--- config.mk ---
export PLATFORM = sky130hd
export DESIGN_NAME = calc_op_sequencer_flat
export DESIGN_NICKNAME = d
export VERILOG_FILES = /design/src/rtl/calc_pkg.sv /design/src/rtl/calc_op_sequencer_if.sv /design/src/rtl/calc_op_sequencer_btn_debounce.sv /design/src/rtl/calc_op_sequencer.sv /design/src/flat_wrapper.sv
export SDC_FILE = /design/constraint.sdc
export NUM_CORES = 1
export LEC_CHECK = 0
export BUFFER_PORTS_ARGS = -buffer_cell sky130_fd_sc_hd__buf_2
export CAP_MARGIN = 0
export CORE_MARGIN = 1
export CORE_UTILIZATION = 54
export DETAILED_ROUTE_END_ITERATION = 10
export PLACE_DENSITY_LB_ADDON = 0.3
export SYNTH_ARGS = -nofsm -noshare
export SYNTH_HDL_FRONTEND = slang
export SYNTH_SLANG_ARGS = --single-unit
--- constraint.sdc ---
create_clock -name clk -period 2.1 [get_ports clk]
set_input_delay 0.105 -clock clk [delete_from_list [all_inputs] [get_ports clk]]
set_output_delay 0.105 -clock clk [all_outputs]
set_load 0.05 [all_outputs]
--- src/rtl/calc_pkg.sv ---
`default_nettype none
// ============================================================================
//  Module      : calc_pkg
//  Description : Shared types and constants for the add/subtract calculator
//                sequencer: FSM state and pending-operation encodings plus
//                the button index map used by the debounce bank.
//  Revision    : 1.0 - initial release
// ============================================================================
package calc_pkg;

    typedef enum logic [1:0] {
        ST_ENTRY   = 2'b00,
        ST_OP_HELD = 2'b01,
        ST_RESULT  = 2'b10
    } state_t;

    typedef enum logic [1:0] {
        OP_NONE = 2'b00,
        OP_ADD  = 2'b01,
        OP_SUB  = 2'b10
    } op_t;

    localparam int BTN_PLUS  = 0;
    localparam int BTN_MINUS = 1;
    localparam int BTN_EQUAL = 2;
    localparam int NUM_BTNS  = 3;

endpackage
`default_nettype wire

--- src/rtl/calc_op_sequencer_if.sv ---
`default_nettype none
// ============================================================================
//  Module      : calc_op_sequencer_if
//  Description : Board-side bundle of the calculator sequencer: switch
//                operand, raw active-low buttons, and display/status outputs.
//                The master side drives operand and buttons; the slave side
//                (the sequencer) drives the display and status.
//  Revision    : 1.0 - initial release
// ============================================================================
interface calc_op_sequencer_if #(
    parameter int WIDTH = 8
);
    logic [WIDTH-1:0] operand;
    logic             plus_n;
    logic             minus_n;
    logic             equal_n;
    logic [WIDTH-1:0] disp_val;
    logic             disp_blank;
    logic             ovf;
    logic [1:0]       op_pending;
    logic [1:0]       state;

    modport master (
        output operand, plus_n, minus_n, equal_n,
        input  disp_val, disp_blank, ovf, op_pending, state
    );

    modport slave (
        input  operand, plus_n, minus_n, equal_n,
        output disp_val, disp_blank, ovf, op_pending, state
    );
endinterface
`default_nettype wire

--- src/rtl/calc_op_sequencer_btn_debounce.sv ---
`default_nettype none
// ============================================================================
//  Module      : btn_debounce
//  Description : Two-flop synchronizer, stability counter and press-edge
//                detector for one active-low push button. The debounced level
//                only follows the synchronized input after DEBOUNCE_CYCLES
//                consecutive differing samples; a one-cycle pulse marks each
//                accepted press (1->0).
//  Revision    : 1.0 - initial release
// ============================================================================
module btn_debounce #(
    parameter int DEBOUNCE_CYCLES = 16
) (
    input  wire  clk,
    input  wire  rst,
    input  wire  raw_n,
    output logic level_n,
    output logic press_pulse
);
    localparam int               CNT_W    = $clog2(DEBOUNCE_CYCLES + 1);
    localparam logic [CNT_W-1:0] CNT_LAST = CNT_W'(DEBOUNCE_CYCLES - 1);

    logic             sync_meta;
    logic             sync_q;
    logic [CNT_W-1:0] cnt;

    // Bring the asynchronous button into the clock domain; idle level is released (1).
    always_ff @(posedge clk or posedge rst) begin
        if (rst) begin
            sync_meta <= 1'b1;
            sync_q    <= 1'b1;
        end else begin
            sync_meta <= raw_n;
            sync_q    <= sync_meta;
        end
    end

    // Count consecutive disagreeing samples; accept the new level on the last one.
    always_ff @(posedge clk or posedge rst) begin
        if (rst) begin
            level_n     <= 1'b1;
            cnt         <= '0;
            press_pulse <= 1'b0;
        end else begin
            press_pulse <= 1'b0;
            if (sync_q == level_n) begin
                cnt <= '0;
            end else if (cnt == CNT_LAST) begin
                level_n     <= sync_q;
                cnt         <= '0;
                press_pulse <= ~sync_q;
            end else begin
                cnt <= cnt + 1'b1;
            end
        end
    end
endmodule
`default_nettype wire

--- src/rtl/calc_op_sequencer.sv ---
`default_nettype none
// ============================================================================
//  Module      : calc_op_sequencer
//  Description : Entry/operator/result FSM of the 8-bit add/subtract
//                calculator. Debounces the three operator buttons, keeps the
//                accumulator, pending operation, operand snapshot and
//                overflow flag, and drives the registered display outputs.
//  Revision    : 1.0 - initial release
// ============================================================================
module calc_op_sequencer
    import calc_pkg::*;
#(
    parameter int WIDTH           = 8,
    parameter int DEBOUNCE_CYCLES = 16
) (
    input  wire                  clk,
    input  wire                  rst,
    calc_op_sequencer_if.slave   bus
);
    logic [NUM_BTNS-1:0] raw_n;
    logic [NUM_BTNS-1:0] level_n;
    logic [NUM_BTNS-1:0] pulse;

    state_t           state_q;
    op_t              op_q;
    logic [WIDTH-1:0] acc_q;
    logic [WIDTH-1:0] snap_q;
    logic             ovf_q;
    logic [WIDTH-1:0] disp_val_q;
    logic             disp_blank_q;

    logic [WIDTH:0]      sum;
    logic [WIDTH:0]      diff;
    logic [WIDTH:0]      alu;
    logic [NUM_BTNS-1:0] held_mask;
    logic                op_btn_low;
    logic                go_plus;
    logic                go_minus;
    logic                go_equal;
    logic                any_pulse;
    op_t                 new_op;

    assign raw_n[BTN_PLUS]  = bus.plus_n;
    assign raw_n[BTN_MINUS] = bus.minus_n;
    assign raw_n[BTN_EQUAL] = bus.equal_n;

    for (genvar i = 0; i < NUM_BTNS; i++) begin : g_btn
        btn_debounce #(
            .DEBOUNCE_CYCLES (DEBOUNCE_CYCLES)
        ) u_debounce (
            .clk         (clk),
            .rst         (rst),
            .raw_n       (raw_n[i]),
            .level_n     (level_n[i]),
            .press_pulse (pulse[i])
        );
    end

    // Fixed priority plus > minus > equal; losers in the same cycle are dropped.
    assign go_plus   = pulse[BTN_PLUS];
    assign go_minus  = pulse[BTN_MINUS] & ~pulse[BTN_PLUS];
    assign go_equal  = pulse[BTN_EQUAL] & ~pulse[BTN_PLUS] & ~pulse[BTN_MINUS];
    assign any_pulse = |pulse;
    assign new_op    = go_plus ? OP_ADD : OP_SUB;

    // Top bit of sum is carry-out; top bit of diff is the borrow (operand > acc).
    assign sum  = {1'b0, acc_q} + {1'b0, bus.operand};
    assign diff = {1'b0, acc_q} - {1'b0, bus.operand};

    // Result of applying the pending operation, as {ovf, acc}.
    always_comb begin
        alu = {ovf_q, acc_q};
        case (op_q)
            OP_ADD:  alu = sum;
            OP_SUB:  alu = diff;
            default: alu = {ovf_q, acc_q};
        endcase
    end

    // Select the debounced button belonging to the pending operation for blanking.
    always_comb begin
        held_mask = '0;
        if (op_q == OP_ADD) held_mask[BTN_PLUS]  = 1'b1;
        if (op_q == OP_SUB) held_mask[BTN_MINUS] = 1'b1;
    end
    assign op_btn_low = |(held_mask & ~level_n);

    // Calculator FSM with its datapath registers and registered display outputs.
    always_ff @(posedge clk or posedge rst) begin
        if (rst) begin
            state_q      <= ST_ENTRY;
            op_q         <= OP_NONE;
            acc_q        <= '0;
            snap_q       <= '0;
            ovf_q        <= 1'b0;
            disp_val_q   <= '0;
            disp_blank_q <= 1'b0;
        end else begin
            case (state_q)
                ST_ENTRY: begin
                    disp_val_q   <= bus.operand;
                    disp_blank_q <= 1'b0;
                    if (go_plus || go_minus) begin
                        acc_q   <= bus.operand;
                        op_q    <= new_op;
                        state_q <= ST_OP_HELD;
                    end else if (go_equal) begin
                        acc_q   <= '0;
                        ovf_q   <= 1'b0;
                        op_q    <= OP_NONE;
                        snap_q  <= bus.operand;
                        state_q <= ST_RESULT;
                    end
                end
                ST_OP_HELD: begin
                    disp_val_q   <= bus.operand;
                    disp_blank_q <= op_btn_low;
                    if (go_equal) begin
                        acc_q   <= alu[WIDTH-1:0];
                        ovf_q   <= alu[WIDTH];
                        op_q    <= OP_NONE;
                        snap_q  <= bus.operand;
                        state_q <= ST_RESULT;
                    end else if (go_plus || go_minus) begin
                        acc_q <= alu[WIDTH-1:0];
                        ovf_q <= alu[WIDTH];
                        op_q  <= new_op;
                    end
                end
                ST_RESULT: begin
                    disp_val_q   <= acc_q;
                    disp_blank_q <= 1'b0;
                    if (go_plus || go_minus) begin
                        op_q    <= new_op;
                        state_q <= ST_OP_HELD;
                    end else if (!any_pulse && (bus.operand != snap_q)) begin
                        state_q <= ST_ENTRY;
                    end
                end
                default: begin
                    state_q <= ST_ENTRY;
                end
            endcase
        end
    end

    assign bus.disp_val   = disp_val_q;
    assign bus.disp_blank = disp_blank_q;
    assign bus.ovf        = ovf_q;
    assign bus.op_pending = op_q;
    assign bus.state      = state_q;
endmodule
`default_nettype wire

--- src/flat_wrapper.sv ---
// flat-port wrapper written by rule: the top's interface ports become plain ports
module calc_op_sequencer_flat import calc_pkg::*;
#(
    parameter int WIDTH           = 8,
    parameter int DEBOUNCE_CYCLES = 16
)
  (clk, rst, bus_operand, bus_plus_n, bus_minus_n, bus_equal_n, bus_disp_val, bus_disp_blank, bus_ovf, bus_op_pending, bus_state);
  calc_op_sequencer_if #(.WIDTH(WIDTH)) bus_i ();
  input  wire clk;
  input  wire rst;
  input wire logic [$bits(bus_i.operand)-1:0] bus_operand;
  input wire logic [$bits(bus_i.plus_n)-1:0] bus_plus_n;
  input wire logic [$bits(bus_i.minus_n)-1:0] bus_minus_n;
  input wire logic [$bits(bus_i.equal_n)-1:0] bus_equal_n;
  output wire logic [$bits(bus_i.disp_val)-1:0] bus_disp_val;
  output wire logic [$bits(bus_i.disp_blank)-1:0] bus_disp_blank;
  output wire logic [$bits(bus_i.ovf)-1:0] bus_ovf;
  output wire logic [$bits(bus_i.op_pending)-1:0] bus_op_pending;
  output wire logic [$bits(bus_i.state)-1:0] bus_state;
  assign bus_i.operand = bus_operand;
  assign bus_i.plus_n = bus_plus_n;
  assign bus_i.minus_n = bus_minus_n;
  assign bus_i.equal_n = bus_equal_n;
  assign bus_disp_val = bus_i.disp_val;
  assign bus_disp_blank = bus_i.disp_blank;
  assign bus_ovf = bus_i.ovf;
  assign bus_op_pending = bus_i.op_pending;
  assign bus_state = bus_i.state;
  calc_op_sequencer #(.WIDTH(WIDTH), .DEBOUNCE_CYCLES(DEBOUNCE_CYCLES)) u_core (.clk(clk), .rst(rst), .bus(bus_i));
endmodule
After elaboration in Yosys (flattened, before gate mapping):

Index checks and enable logic that the tools add are counted.

* bits in registers: 57
* input port bits: 13
* logic and storage cells: 116

* $add $sub $neg: 5
* equal/unequal tests: 16
* mux-type cells: 41
* bitwise logic cells: 13
* reduce and logical (&&, ||, !) cells: 19

Operators with widths (number)
* 2-to-1 mux 8 bit: 6
* one-hot mux 8 bit (2 select lines): 3
* 2-to-1 mux 5 bit: 6
* 2-to-1 mux 2 bit: 9
* one-hot mux 9 bit (2 select lines): 1
* adder 5 x 1 -> 5 bit (second input constant): 3
* equality test 5 x 4 -> 1 bit (second input constant): 3
* 2-to-1 mux 1 bit: 12
* one-hot mux 2 bit (3 select lines): 2
* AND reduction 2 bit: 5
* adder 8 x 8 -> 9 bit: 1
* != test 3 x 1 -> 1 bit (second input constant): 3
* subtractor 8 x 8 -> 9 bit: 1
* != test 8 bit: 1
* inverter 1 bit: 8
* nonzero test 2 bit: 3
* OR reduction 3 bit: 2
* equality test 2 x 1 -> 1 bit (second input constant): 2
* equality test 2 bit (second input constant): 2
* one-hot mux 1 bit (2 select lines): 2
* AND reduction 4 bit: 1
* OR reduction 2 bit: 2
* bitwise AND 1 bit: 3
* bitwise AND 2 x 3 -> 3 bit: 1
* other kinds (10): 12

Depth between registers and ports, before layout:

* word-level depth: 6
* depth in mapped cells: 11

Cells and area by module:

From an unflattened synthesis, not the netlist that was laid out.

* cells, all modules: 325
* area total of the unflattened synthesis: 3265.6 um^2

Modules (own cells, without submodules)
* calc_op_sequencer: times used 1, cells each 247, area an instance 2229.6 um^2
* btn_debounce: times used 3, cells each 26, area an instance 345.3 um^2

Least setup slack after synthesis:

OpenSTA, ideal clock, no wires.

* path kind: register -> register
* from: register u_core.op_q[1] (netlist: u_core.bus.op_pending[1])
* to: register u_core.acc_q[7]
* library setup time: 142 ps
* arrival time: 2483 ps
* setup slack: -526 ps
* cell stages (with the launch flop): 11
* buffers on the path: 0
* clock period less this slack: 2626 ps
* cells stage by stage: dfrtp_1 inv_1 nor2_1 a31oi_1 xnor2_1 ha_1 a211o_1 or2_0 o221ai_2 xor2_1 o221ai_1

* word-level cells in the longest chain between the ends: 5

Ends and longest elaborated chain
* start, declared: line calc_op_sequencer.sv:25 `op_t op_q;`
* start signal, assigned: line calc_op_sequencer.sv:105 `op_q <= new_op;`
* start signal, assigned: line calc_op_sequencer.sv:127 `op_q <= new_op;`
* start signal, assigned: line calc_op_sequencer.sv:134 `op_q <= new_op;`
* equality test 2 bit / equality test 2 x 1 -> 1 bit (equally long branches): line calc_op_sequencer.sv:73 `case (op_q)`
* one-hot mux 9 bit (2 select lines) *: line calc_op_sequencer.sv:73
* 2-to-1 mux 8 bit: line calc_op_sequencer.sv:124 `end else if (go_plus || go_minus) begin`
* 2-to-1 mux 8 bit *: line calc_op_sequencer.sv:118 `if (go_equal) begin`
* one-hot mux 8 bit (2 select lines) *: line calc_op_sequencer.sv:99 `case (state_q)`
* end signal, assigned: line calc_op_sequencer.sv:104 `acc_q <= bus.operand;`
* end signal, assigned: line calc_op_sequencer.sv:119 `acc_q <= alu[WIDTH-1:0];`
* end signal, assigned: line calc_op_sequencer.sv:125 `acc_q <= alu[WIDTH-1:0];`
* end, declared: line calc_op_sequencer.sv:26 `logic [WIDTH-1:0] acc_q;`

Mark *: on every way between the ends. The rest lies on a longest branch, timed or not. The select of a mux whose other input is x is not followed.
A chain may end at the register's enable or synchronous reset.

Worst setup path in the final report:

Ends and elaborated chain as after synthesis.

==> results.py <==
metrics = {
    "power_and_ir_drop": {
        "worst_ir_drop_vdd_v": 0.000665,
        "p_per_area_mw_per_mm2": 626,
        "cellLeakagePower_nw": 1.78,
    },
    "route": {
        "post_drt_wl_per_cell_um": 15.1,
        "num_vias": 2598,
        "drc": 0,
        "wirelength_um": 7050,
        "antenna_left": 0,
        "via_per_inst": 5.56,
        "first_pass_iters": 4,
        "first_iter_violations": 290,
    },
    "setup_path": {
        "end_kind": "flip-flop",
        "startpoint_type": "flip-flop",
        "critPathKind": "flip-flop to flip-flop",
        "cp.arrival_ps": 2470,
        "rrSetupSlack_ps": -160,
        "crit_required_ps": 2310,
        "path_max_fanout": 3,
    },
    "clocking": {
        "clock_path_buffers": 2,
        "cts.clk_slew.worst_paths_ps": 60,
        "cts_tree": "built",
        "clkLatencyLatePin_ps": 340,
        "root_buffer": "clkbuf_8",
        "clkSinkCount": 57,
        "cts_buffers": 9,
        "htreeDepth": 3,
    },
    "synth": {
        "ys_types": 50,
        "synth_fa_ha_area_frac": 0.0727,
        "async_reset_ff_frac": 1.00,
        "synth-compound-area-share": 0.138,
        "netlist_instances": 327,
        "ys_ff_latch": 57,
        "avgSynthCellArea_um2": 9.78,
        "synth_xor_area_frac": 0.0712,
        "synthMuxAreaShare": 0.0731,
        "synthFlopType": "dfrtp_1",
        "syn-cell-area_mm2": 0.00320,
        "yosys.area_share.simple": 0.156,
        "yosys_warnings": 0,
        "syn_nets": 358,
        "ys_seq_area_frac": 0.449,
        "synth_top_family_by_area": "simple AND/OR/NAND/NOR gates",
        "synth_edf_count": 0,
    },
    "floorplan": {
        "start_util": 0.571,
        "fp.dieH_um": 79.0,
        "dieArea_mm2": 0.00624,
        "core_area_mm2": 0.00561,
        "core.rowCount": 27,
        "die_w_um": 79.0,
        "io_pins": 27,
    },
    "layout": {
        "antenna_cells": 0,
        "nNetsFinal": 421,
        "post_route_cells_drive_above_1_share": 0.291,
        "area_delta_synth_final_pct": 23.9,
        "layout_common_cells": "dfrtp_1, nor2_1, nand2_1, buf_4, buf_2",
        "final_common_cell": "dfrtp_1",
    },
    "run_status": {
        "violations": "negative setup slack",
        "status": "finished, violations left",
    },
    "grt": {
        "grt_pass1_vias": 2562,
        "antenna_found_initial": 0,
        "grt_usage": 0.253,
        "grt_start_max_net_pins": 33,
        "grt_overflow": 0,
        "grt_pass1_wl_um": 12000,
    },
    "flow_run": {
        "cap_violations": 0,
    },
    "place": {
        "portBuffers": 26,
        "place_ws_ps": -132,
        "gp_congestion": 0.901,
        "hpwlAfterDp_um": 5140,
    },
    "timing": {
        "maxSlewViolCount": 0,
        "final.setup.tns_ps": -488,
        "fin_worst_skew_ps": 8.25,
        "fmax_ghz": 0.443,
        "finalWorstSetupSlack_ps": -156,
        "setup_viol": 5,
        "rsz0062_at_grt": "yes",
        "hold_viol_final": 0,
        "min_period_ps": 2260,
        "slew_headroom": 0.617,
        "finalCritPeriodShare": 1.07,
        "tightest_slew_ps": 574,
    },
    "min_path": {
        "worst_hold_path_type": "input port to flip-flop",
    },
}
power breakdown:
group / internal [mW] / leakage [nW] / switching, mW
combinational: 0.137 / 0.984 / 0.177
clock: 0.571 / 0.102 / 0.447
sequential: 1.13 / 0.693 / 0.0184
state kept, by name (all words and copies together) (netlist names):
register and count:
u_core.g_btn.u_debounce.press_pulse 3, u_core.bus.state 2, u_core.g_btn.u_debounce.sync_meta 3, u_core.bus.disp_val 8
u_core.g_btn.u_debounce.level_n 3, u_core.bus.ovf 1, u_core.snap_q 8, u_core.bus.op_pending 2
u_core.g_btn.u_debounce.sync_q 3, u_core.acc_q 8, u_core.g_btn.u_debounce.cnt 15, u_core.bus.disp_blank 1
layout make-up:
type	instances	area [um2]
clock inverters	6	57.6
flip-flops and latches	57	1440
well taps	72	90.1
clock buffers	10	138
fillers	415	1640
multi-input cells	241	1710
inverters	16	60.1
repair buffers	65	465
what timing repair did:
action                                  in CTS  in global routing
gates resized for setup                      3                  9
hold endpoints to repair                    23                  0
setup buffers                                1                  2
pin swaps                                    1                 19
hold buffers                                 4                  0
endpoints found under the setup margin       4                  7
final timing paths:
check	from	to	depth (start not counted)
setup / recovery	u_core.bus.op_pending[1]	u_core.acc_q[7]	9
hold / removal	bus_operand[7]	u_core.snap_q[7]	2
setup reg to reg	u_core.bus.op_pending[1]	u_core.acc_q[7]	9
hold reg to reg	u_core.g_btn[2].u_debounce.sync_meta	u_core.g_btn[2].u_debounce.sync_q	0
max in group asynchronous	rst	u_core.g_btn[0].u_debounce.level_n	4
min in group asynchronous	rst	u_core.g_btn[0].u_debounce.cnt[1]	3
synth_stat cells (7+ instances only):
master,number,share of area
xnor2_1,14,0.038
buf_2,7,0.011
dfrtp_1,48,0.38
ha_1,17,0.066
inv_1,16,0.019
xor2_1,12,0.033
nor3_1,8,0.013
o21ai_0,17,0.027
nand2_1,32,0.038
nor2_1,36,0.042
mux2_2,11,0.039
a21oi_1,21,0.033
dfstp_2,9,0.074
nor2b_1,7,0.014
mux2i_1,11,0.034
metrics by stage:
stage	utilization	power, mW	hold WS (ps)	cell area (um2)	instances
after global routing	0.707	2.57	137	3960	467
after floorplan	-	1.35	109	3240	327
after global placement	0.651	1.44	193	3650	444
final	0.707	2.48	140	3960	467
after CTS	0.697	2.47	135	3910	465
after detailed placement	0.651	1.45	198	3650	444
cell families (layout without fill, tap and decap cells):
kind of cell,Yosys count,after routing
flip-flops,57,57
multiplexers,22,22
XOR/XNOR,26,26
AND/OR/NAND/NOR,106,106
buffers and inverters,29,97
AO/OA/AOI/OAI,69,69
adder cells (fa/ha/maj),18,18
metal layers:
metal / vias up / track usage / routed length (um)
met5: - / 0 / 0
met4: 0 / 0.129 / 138
met3: 14 / 0.0529 / 373
met2: 78 / 0.395 / 3320
met1: 1242 / 0.332 / 3210
li1: 1264 / - / -
critical path: stages, from the launching register on:
cell and delay (ps):
dfrtp_2 420, buf_6 120, nand2b_4 90, mux2i_4 250, ha_1 270, nor2b_4 130
o31a_4 380, o221ai_4 170, xor2_1 160, o221ai_1 140
Power figures use the tool's default switching activity.
